`src/rtl/stopwatch_ctrl.sv`:
```
// Stopwatch front end: key synchronise/debounce, 10 ms prescaler and centisecond count.
// Exports a live count and a freezable display copy for the downstream decoders.
module stopwatch_ctrl #(
  parameter int unsigned TICK_DIV        = 500000,
  parameter int unsigned DEBOUNCE_CYCLES = 1000000
) (
  input  logic        clk,
  input  logic        rst_n,
  input  logic        key_reset_n,
  input  logic        key_start_n,
  input  logic        key_disp_n,
  output logic [18:0] live_count,
  output logic [18:0] disp_count,
  output logic        running,
  output logic        frozen,
  output logic        tick
);

  localparam int unsigned CW = 19;
  localparam int unsigned NK = 3;
  localparam int unsigned PW = (TICK_DIV > 1) ? $clog2(TICK_DIV) : 1;
  localparam int unsigned DW = (DEBOUNCE_CYCLES > 1) ? $clog2(DEBOUNCE_CYCLES) : 1;
  localparam logic [CW-1:0] COUNT_MAX = CW'(359999);
  localparam logic [PW-1:0] PRESC_MAX = PW'(TICK_DIV - 1);
  localparam logic [DW-1:0] DB_MAX    = DW'(DEBOUNCE_CYCLES - 1);

  localparam int unsigned K_RESET = 0;
  localparam int unsigned K_START = 1;
  localparam int unsigned K_DISP  = 2;

  logic [NK-1:0] keys;
  logic [NK-1:0] sync1;
  logic [NK-1:0] sync2;
  logic [NK-1:0] level;
  logic [NK-1:0] level_d;
  logic [NK-1:0] press;
  logic [DW-1:0] db_cnt [NK];
  logic [PW-1:0] presc;

  assign keys = {key_disp_n, key_start_n, key_reset_n};

  // Two-flop synchronisers; idle (released) level is 1.
  always_ff @(posedge clk) begin
    if (!rst_n) begin
      sync1 <= '1;
      sync2 <= '1;
    end else begin
      sync1 <= keys;
      sync2 <= sync1;
    end
  end

  // Per-key debouncer: a level change needs DEBOUNCE_CYCLES consecutive differing samples.
  for (genvar k = 0; k < NK; k++) begin : g_db
    always_ff @(posedge clk) begin
      if (!rst_n) begin
        level[k]  <= 1'b1;
        db_cnt[k] <= '0;
      end else if (sync2[k] == level[k]) begin
        db_cnt[k] <= '0;
      end else if (db_cnt[k] == DB_MAX) begin
        level[k]  <= sync2[k];
        db_cnt[k] <= '0;
      end else begin
        db_cnt[k] <= db_cnt[k] + DW'(1);
      end
    end
  end

  // Press pulse on the debounced falling edge only.
  always_ff @(posedge clk) begin
    if (!rst_n) begin
      level_d <= '1;
      press   <= '0;
    end else begin
      level_d <= level;
      press   <= level_d & ~level;
    end
  end

  // Run/freeze flags, prescaler, centisecond count and display copy.
  always_ff @(posedge clk) begin
    if (!rst_n) begin
      running    <= 1'b0;
      frozen     <= 1'b0;
      tick       <= 1'b0;
      presc      <= '0;
      live_count <= '0;
      disp_count <= '0;
    end else if (press[K_RESET]) begin
      // Reset press wins: coincident start/display presses and ticks are dropped.
      running    <= 1'b0;
      frozen     <= 1'b0;
      tick       <= 1'b0;
      presc      <= '0;
      live_count <= '0;
      disp_count <= '0;
    end else begin
      tick <= 1'b0;
      if (press[K_START]) running <= ~running;
      if (press[K_DISP])  frozen  <= ~frozen;
      if (running) begin
        if (presc == PRESC_MAX) begin
          presc <= '0;
          tick  <= 1'b1;
        end else begin
          presc <= presc + PW'(1);
        end
      end
      if (tick) live_count <= (live_count == COUNT_MAX) ? '0 : live_count + CW'(1);
      if (!frozen) disp_count <= live_count;
    end
  end

endmodule

```
`config.mk`:
```
export PLATFORM = sky130hd
export DESIGN_NAME = stopwatch_ctrl
export DESIGN_NICKNAME = d
export VERILOG_FILES = /design/src/rtl/stopwatch_ctrl.sv
export SDC_FILE = /design/constraint.sdc
export NUM_CORES = 1
export LEC_CHECK = 0
export BUFFER_PORTS_ARGS = -buffer_cell sky130_fd_sc_hd__buf_2
export CAP_MARGIN = 25
export CORE_ASPECT_RATIO = 1.25
export CORE_UTILIZATION = 48
export CTS_CLUSTER_SIZE = 25
export DETAILED_ROUTE_END_ITERATION = 6
export HOLD_SLACK_MARGIN = 0.06
export PLACE_DENSITY = 0.64
export SKIP_CTS_REPAIR_TIMING = 1
export SLEW_MARGIN = 20
export SYNTH_ARGS = -nofsm -noshare
export SYNTH_HDL_FRONTEND = slang
export SYNTH_SLANG_ARGS = --single-unit
```
`constraint.sdc`:
```
create_clock -name clk -period 2.9 [get_ports clk]
set_input_delay 0.58 -clock clk [delete_from_list [all_inputs] [get_ports clk]]
set_output_delay 0.58 -clock clk [all_outputs]
set_load 0.005 [all_outputs]
```
## Word-level counts from Yosys, hierarchy flattened

Memory sizes are Yosys's and may differ from the RTL's.
Index checks and enable logic that the tools add are counted.

| word-level totals | value |
|---|---|
| flip-flop bits (word level) | 75 |
| RAM bits | 60 |
| bits of input ports | 5 |
| output and inout port bits | 41 |
| logic and storage cells | 95 |
| memories | 1 |

| operators by class | value |
|---|---|
| add/subtract/negate cells | 5 |
| equal/unequal tests | 8 |
| multiplexer cells | 46 |
| bitwise gates (word level) | 17 |
| reductions and logical operators | 5 |

Memories:

| name | words | bits a word | read ports | clocked after Yosys merged registers in | write ports | line | RTL |
|---|---|---|---|---|---|---|---|
| db_cnt | 3 | 20 | 3 | 0 | 3 | 37 | `logic [DW-1:0] db_cnt [NK];` |

Operators by type and width:

| kind | count |
|---|---|
| $mux 20 | 9 |
| $add 20x1->20 const B | 3 |
| $eq 20x20->1 const B | 3 |
| $add 19x1->19 const B | 2 |
| $eq 19x19->1 const B | 2 |
| $mux 19 | 2 |
| $mux 1 | 35 |
| $or 1x1->1 | 9 |
| $not 1->1 | 6 |
| $reduce_and 2->1 | 3 |
| $and 3x3->3 | 1 |
| $eq 1x1->1 | 3 |
| $not 3->3 | 1 |
| $reduce_or 3->1 | 1 |
| $reduce_or 2->1 | 1 |

## Longest topological paths before layout

| logic depth | value |
|---|---|
| depth after elaboration | 7 |
| depth in mapped cells | 7 |
| depth with buffers taken out | 5 |

## Worst setup path before layout

Ideal clock, no wire load.

| path | value |
|---|---|
| path kind | register to register |
| start point | memory db_cnt[0][12] (netlist bit) |
| end point | memory db_cnt[0][12] (netlist bit), data pin |
| library setup time | 0.254 ns |
| data arrival time | 1.926 ns |
| required time | 2.646 ns |
| path slack | 0.720 ns |
| stages on the path, launching flop included | 6 |
| path buffers | 1 |
| clock period less this slack | 2.180 ns |
| cell sequence | edfxtp_1 or4b_1 or4_4 o21bai_4 buf_6 nor2_1 |

RTL lines:

| item | line |
|---|---|
| start: declaration | 37 |

==> impl_metrics.env <==
export IMPL_run_status="finished, final reports clean"
export IMPL_syn_inst=636
export IMPL_yosys_area_top_type="edfxtp_1"
export IMPL_r2r_setup_slack_ns=0.55
export IMPL_synth_common_cells="nor2_1 (99), dfxtp_1 (75), edfxtp_1 (60)"
export IMPL_final_hold_violation_count=0
export IMPL_setup_tns_ns=0
export IMPL_clk_latency_ns=0.41
export IMPL_crit_path_start_kind="flip-flop"
export IMPL_rsz0062_at_grt="no"
export IMPL_ant_nets=0
export IMPL_syn_to_final_growth_pct=20.09
export IMPL_p_sw_uw=905.8
export IMPL_grt_overflow_total=0
export IMPL_antenna_found_initial=0
export IMPL_routed_wl_mm=12.08
export IMPL_crit_fanout=19
export IMPL_grt_max_degree=24
export IMPL_synth_ff_type="dfxtp_1"
export IMPL_r2r_end="db_cnt[0][10]"
export IMPL_yosys_warnings=0
export IMPL_p_leak_nw=2.693
export IMPL_io_pins=46
export IMPL_setup_viol=0
export IMPL_worstHoldEndpoint="sync1[2]"
export IMPL_crit_start="db_cnt[0][12]"
export IMPL_dp_cells=895
export IMPL_pwr_share_clk_pct=51.3
export IMPL_fillers=1116
export IMPL_multiInputGateArea_sq_mm=0.003057
export IMPL_synthMostInstantiatedCell="nor2_1"
export IMPL_skew_ns=0.01216
export IMPL_root_buffer="clkbuf_16"
export IMPL_hp_class="in -> reg"
export IMPL_cp_top_family="simple AND/OR/NAND/NOR gates"
export IMPL_vdd_ir_drop_worst_uv=300.4
export IMPL_start_util_pct=49.33
export IMPL_place_congestion=0.8689
export IMPL_die_area_sq_mm=0.01360
export IMPL_yosysUniqueCellTypes=43
export IMPL_first_pass_iters=4
export IMPL_synth_area_sq_mm=0.006304
export IMPL_fp_row_count=46
export IMPL_worstHoldStart="key_disp_n"
export IMPL_worstMarginPinSlew_ns=0.8885
export IMPL_cts_tree="done"
export IMPL_wl_met1_mm=5.326
export IMPL_max_slew_margin_pct=40.77
export IMPL_synth_edf_count=60
export IMPL_sw_frac_of_total_pct=20.29
export IMPL_synthArstFlopShare_pct=0
export IMPL_critPathSlowestCell="or4_4"
export IMPL_critPathArrivalTime_ns=2.49
export IMPL_cts_buffers=17
export IMPL_crit_buf_inv=0
export IMPL_n_antenna_cell=0
export IMPL_crit_chain="or4b_1 > or4_4 > o21bai_4 > nor2_1"
export IMPL_cap_violations=0
export IMPL_r2r_start="db_cnt[0][12]"
export IMPL_yosys_top_cells_area="edfxtp_1 (29%), dfxtp_1 (24%), nor2_1 (5.9%)"
export IMPL_share_seq_of_total_power_pct=46.4
export IMPL_worstSetupEndpointType="flip-flop"
export IMPL_route_vias_total=4910
export IMPL_die_x_um=104.5
export IMPL_ys_seq_area_share_pct=52.40
export IMPL_clk_pin_slew_ns=0.06
export IMPL_worstRegToRegCells=4
export IMPL_crit_path_max_incr_delay_ns=0.57
export IMPL_port_buffers=45
export IMPL_drive_gt1_share_pct=11.86
export IMPL_core_region_area_sq_mm=0.01278
export IMPL_grt_pass1_wl_mm=20.54
export IMPL_clockBufferDepth=2
export IMPL_dieHeight_um=130.1
export IMPL_via_per_inst=5.297
export IMPL_drtIter0Drc=227
export IMPL_stdcell_count=927
export IMPL_synth_top_area_share_pct=28.58
export IMPL_period_needed_ns=2.350
export IMPL_p_int_mw=3.558
export IMPL_synth_seq_cells=135
export IMPL_fin_crit_sh_pct=81.03
export IMPL_drv_slew=0
export IMPL_p_per_area_mw_per_mm2=589.6
export IMPL_remaining_drc_errors=0
export IMPL_finalNetCount=756
export IMPL_max_freq_ghz=0.4255
export IMPL_totalPowerFinal_mw=4.463
export IMPL_p_comb_share_pct=2.3
export IMPL_dp_hpwl_mm=8.494
export IMPL_cts_sinks=135
export IMPL_fin_util_pct=59.24
export IMPL_hold_depth=2
export IMPL_wl_met3_um=441
export IMPL_h_tree_depth=4
export IMPL_wl_per_cell_um=13.03
export IMPL_critPathKind="reg -> reg"
export IMPL_wl_met2_mm=6.138
export IMPL_grt_pass1_vias=4625
export IMPL_seq_area_sq_mm=0.003303
export IMPL_cp_required_ns=3.04
export IMPL_grt_total_usage_pct=18.75
export IMPL_syn_avg_cell_area_sq_um=9.911
export IMPL_dr_max_layer_used="met4"
power groups by stage:
stage          registers, mW  clock network [mW]  logic [mW]
2_1_floorplan           2.10                   0      0.0821
3_3_place_gp            2.11                   0      0.0974
3_5_place_dp            2.11                   0      0.0986
4_1_cts                 2.07                2.34      0.0996
5_1_grt                 2.08                2.43       0.116
6_report                2.07                2.29       0.101
state kept, by name, summed over array words and instances (netlist names):
name and cells:
db_cnt 60, disp_count 19, live_count 19, presc 19
level 3, level_d 3, press 3, sync1 3
sync2 3, frozen 1, running 1, tick 1
through the flow:
stage               hold slack [ns]  cell area, sq um  setup slack (ns)
CTS                          0.3329              7570            0.5224
floorplan                    0.3863              6525            0.7196
finish                       0.3421              7570            0.5501
global route                 0.3405              7570            0.4266
detailed placement           0.3940              6923            0.5268
global placement             0.3913              6923            0.5794
cell usage in the layout, fill, tap and decap left out, types with 13 or more instances in the layout:
master / n
nor2_1: 99
dfxtp_1: 75
edfxtp_1: 60
conb_1: 60
buf_2: 45
xnor2_1: 38
nand3_1: 38
nand2_1: 31
nand4_1: 29
a21oi_1: 29
xor2_1: 28
mux2i_1: 21
or3_1: 21
o21ai_0: 20
clkbuf_16: 20
inv_1: 18
nor3_1: 15
or4_1: 13
kinds of logic after synthesis:
| logic type | count (synthesis) | synth area share (%) |
|---|---|---|
| AO/OA/AOI/OAI | 67 | 6.272 |
| XOR/XNOR | 66 | 9.170 |
| adder cells (fa/ha/maj) | 5 | 0.9925 |
| buffers and inverters | 39 | 2.620 |
| flip-flops | 135 | 52.40 |
| multiplexers | 21 | 3.335 |
| other | 1 | 0.05949 |
| AND/OR/NAND/NOR | 302 | 25.15 |
area by class of cell:
type | count | area share (%)
sequential | 135 | 43.64
multi-input combinational | 521 | 40.38
clock buffer | 24 | 7.207
timing repair buffer | 53 | 3.769
tap | 168 | 2.777
clock inverter | 8 | 1.339
inverter | 18 | 0.8926
how the worst max path moves through the flow:
stage / end / slack (ns) / depth (start not counted)
4_1_cts: db_cnt[0][4] / 0.52 / 4
3_3_place_gp: db_cnt[0][14] / 0.58 / 4
2_1_floorplan: db_cnt[0][12] / 0.72 / 5
6_report: db_cnt[0][10] / 0.55 / 4
3_5_place_dp: db_cnt[0][4] / 0.53 / 4
5_1_grt: db_cnt[0][12] / 0.43 / 4
layer usage:
layer / vias up / global-route usage, %
met1: 2321 / 21.11
met3: 19 / 4.496
met4: 0 / 8.151
met5: - / 0
met2: 105 / 33.93
li1: 2465 / -
worst reg2reg max path, stage by stage, from the launching register on:
cell,delay (ns)
edfxtp_1,0.47
or4b_1,0.55
or4_4,0.57
o21bai_4,0.40
nor2_1,0.10
(Power assumes the default switching activity.)
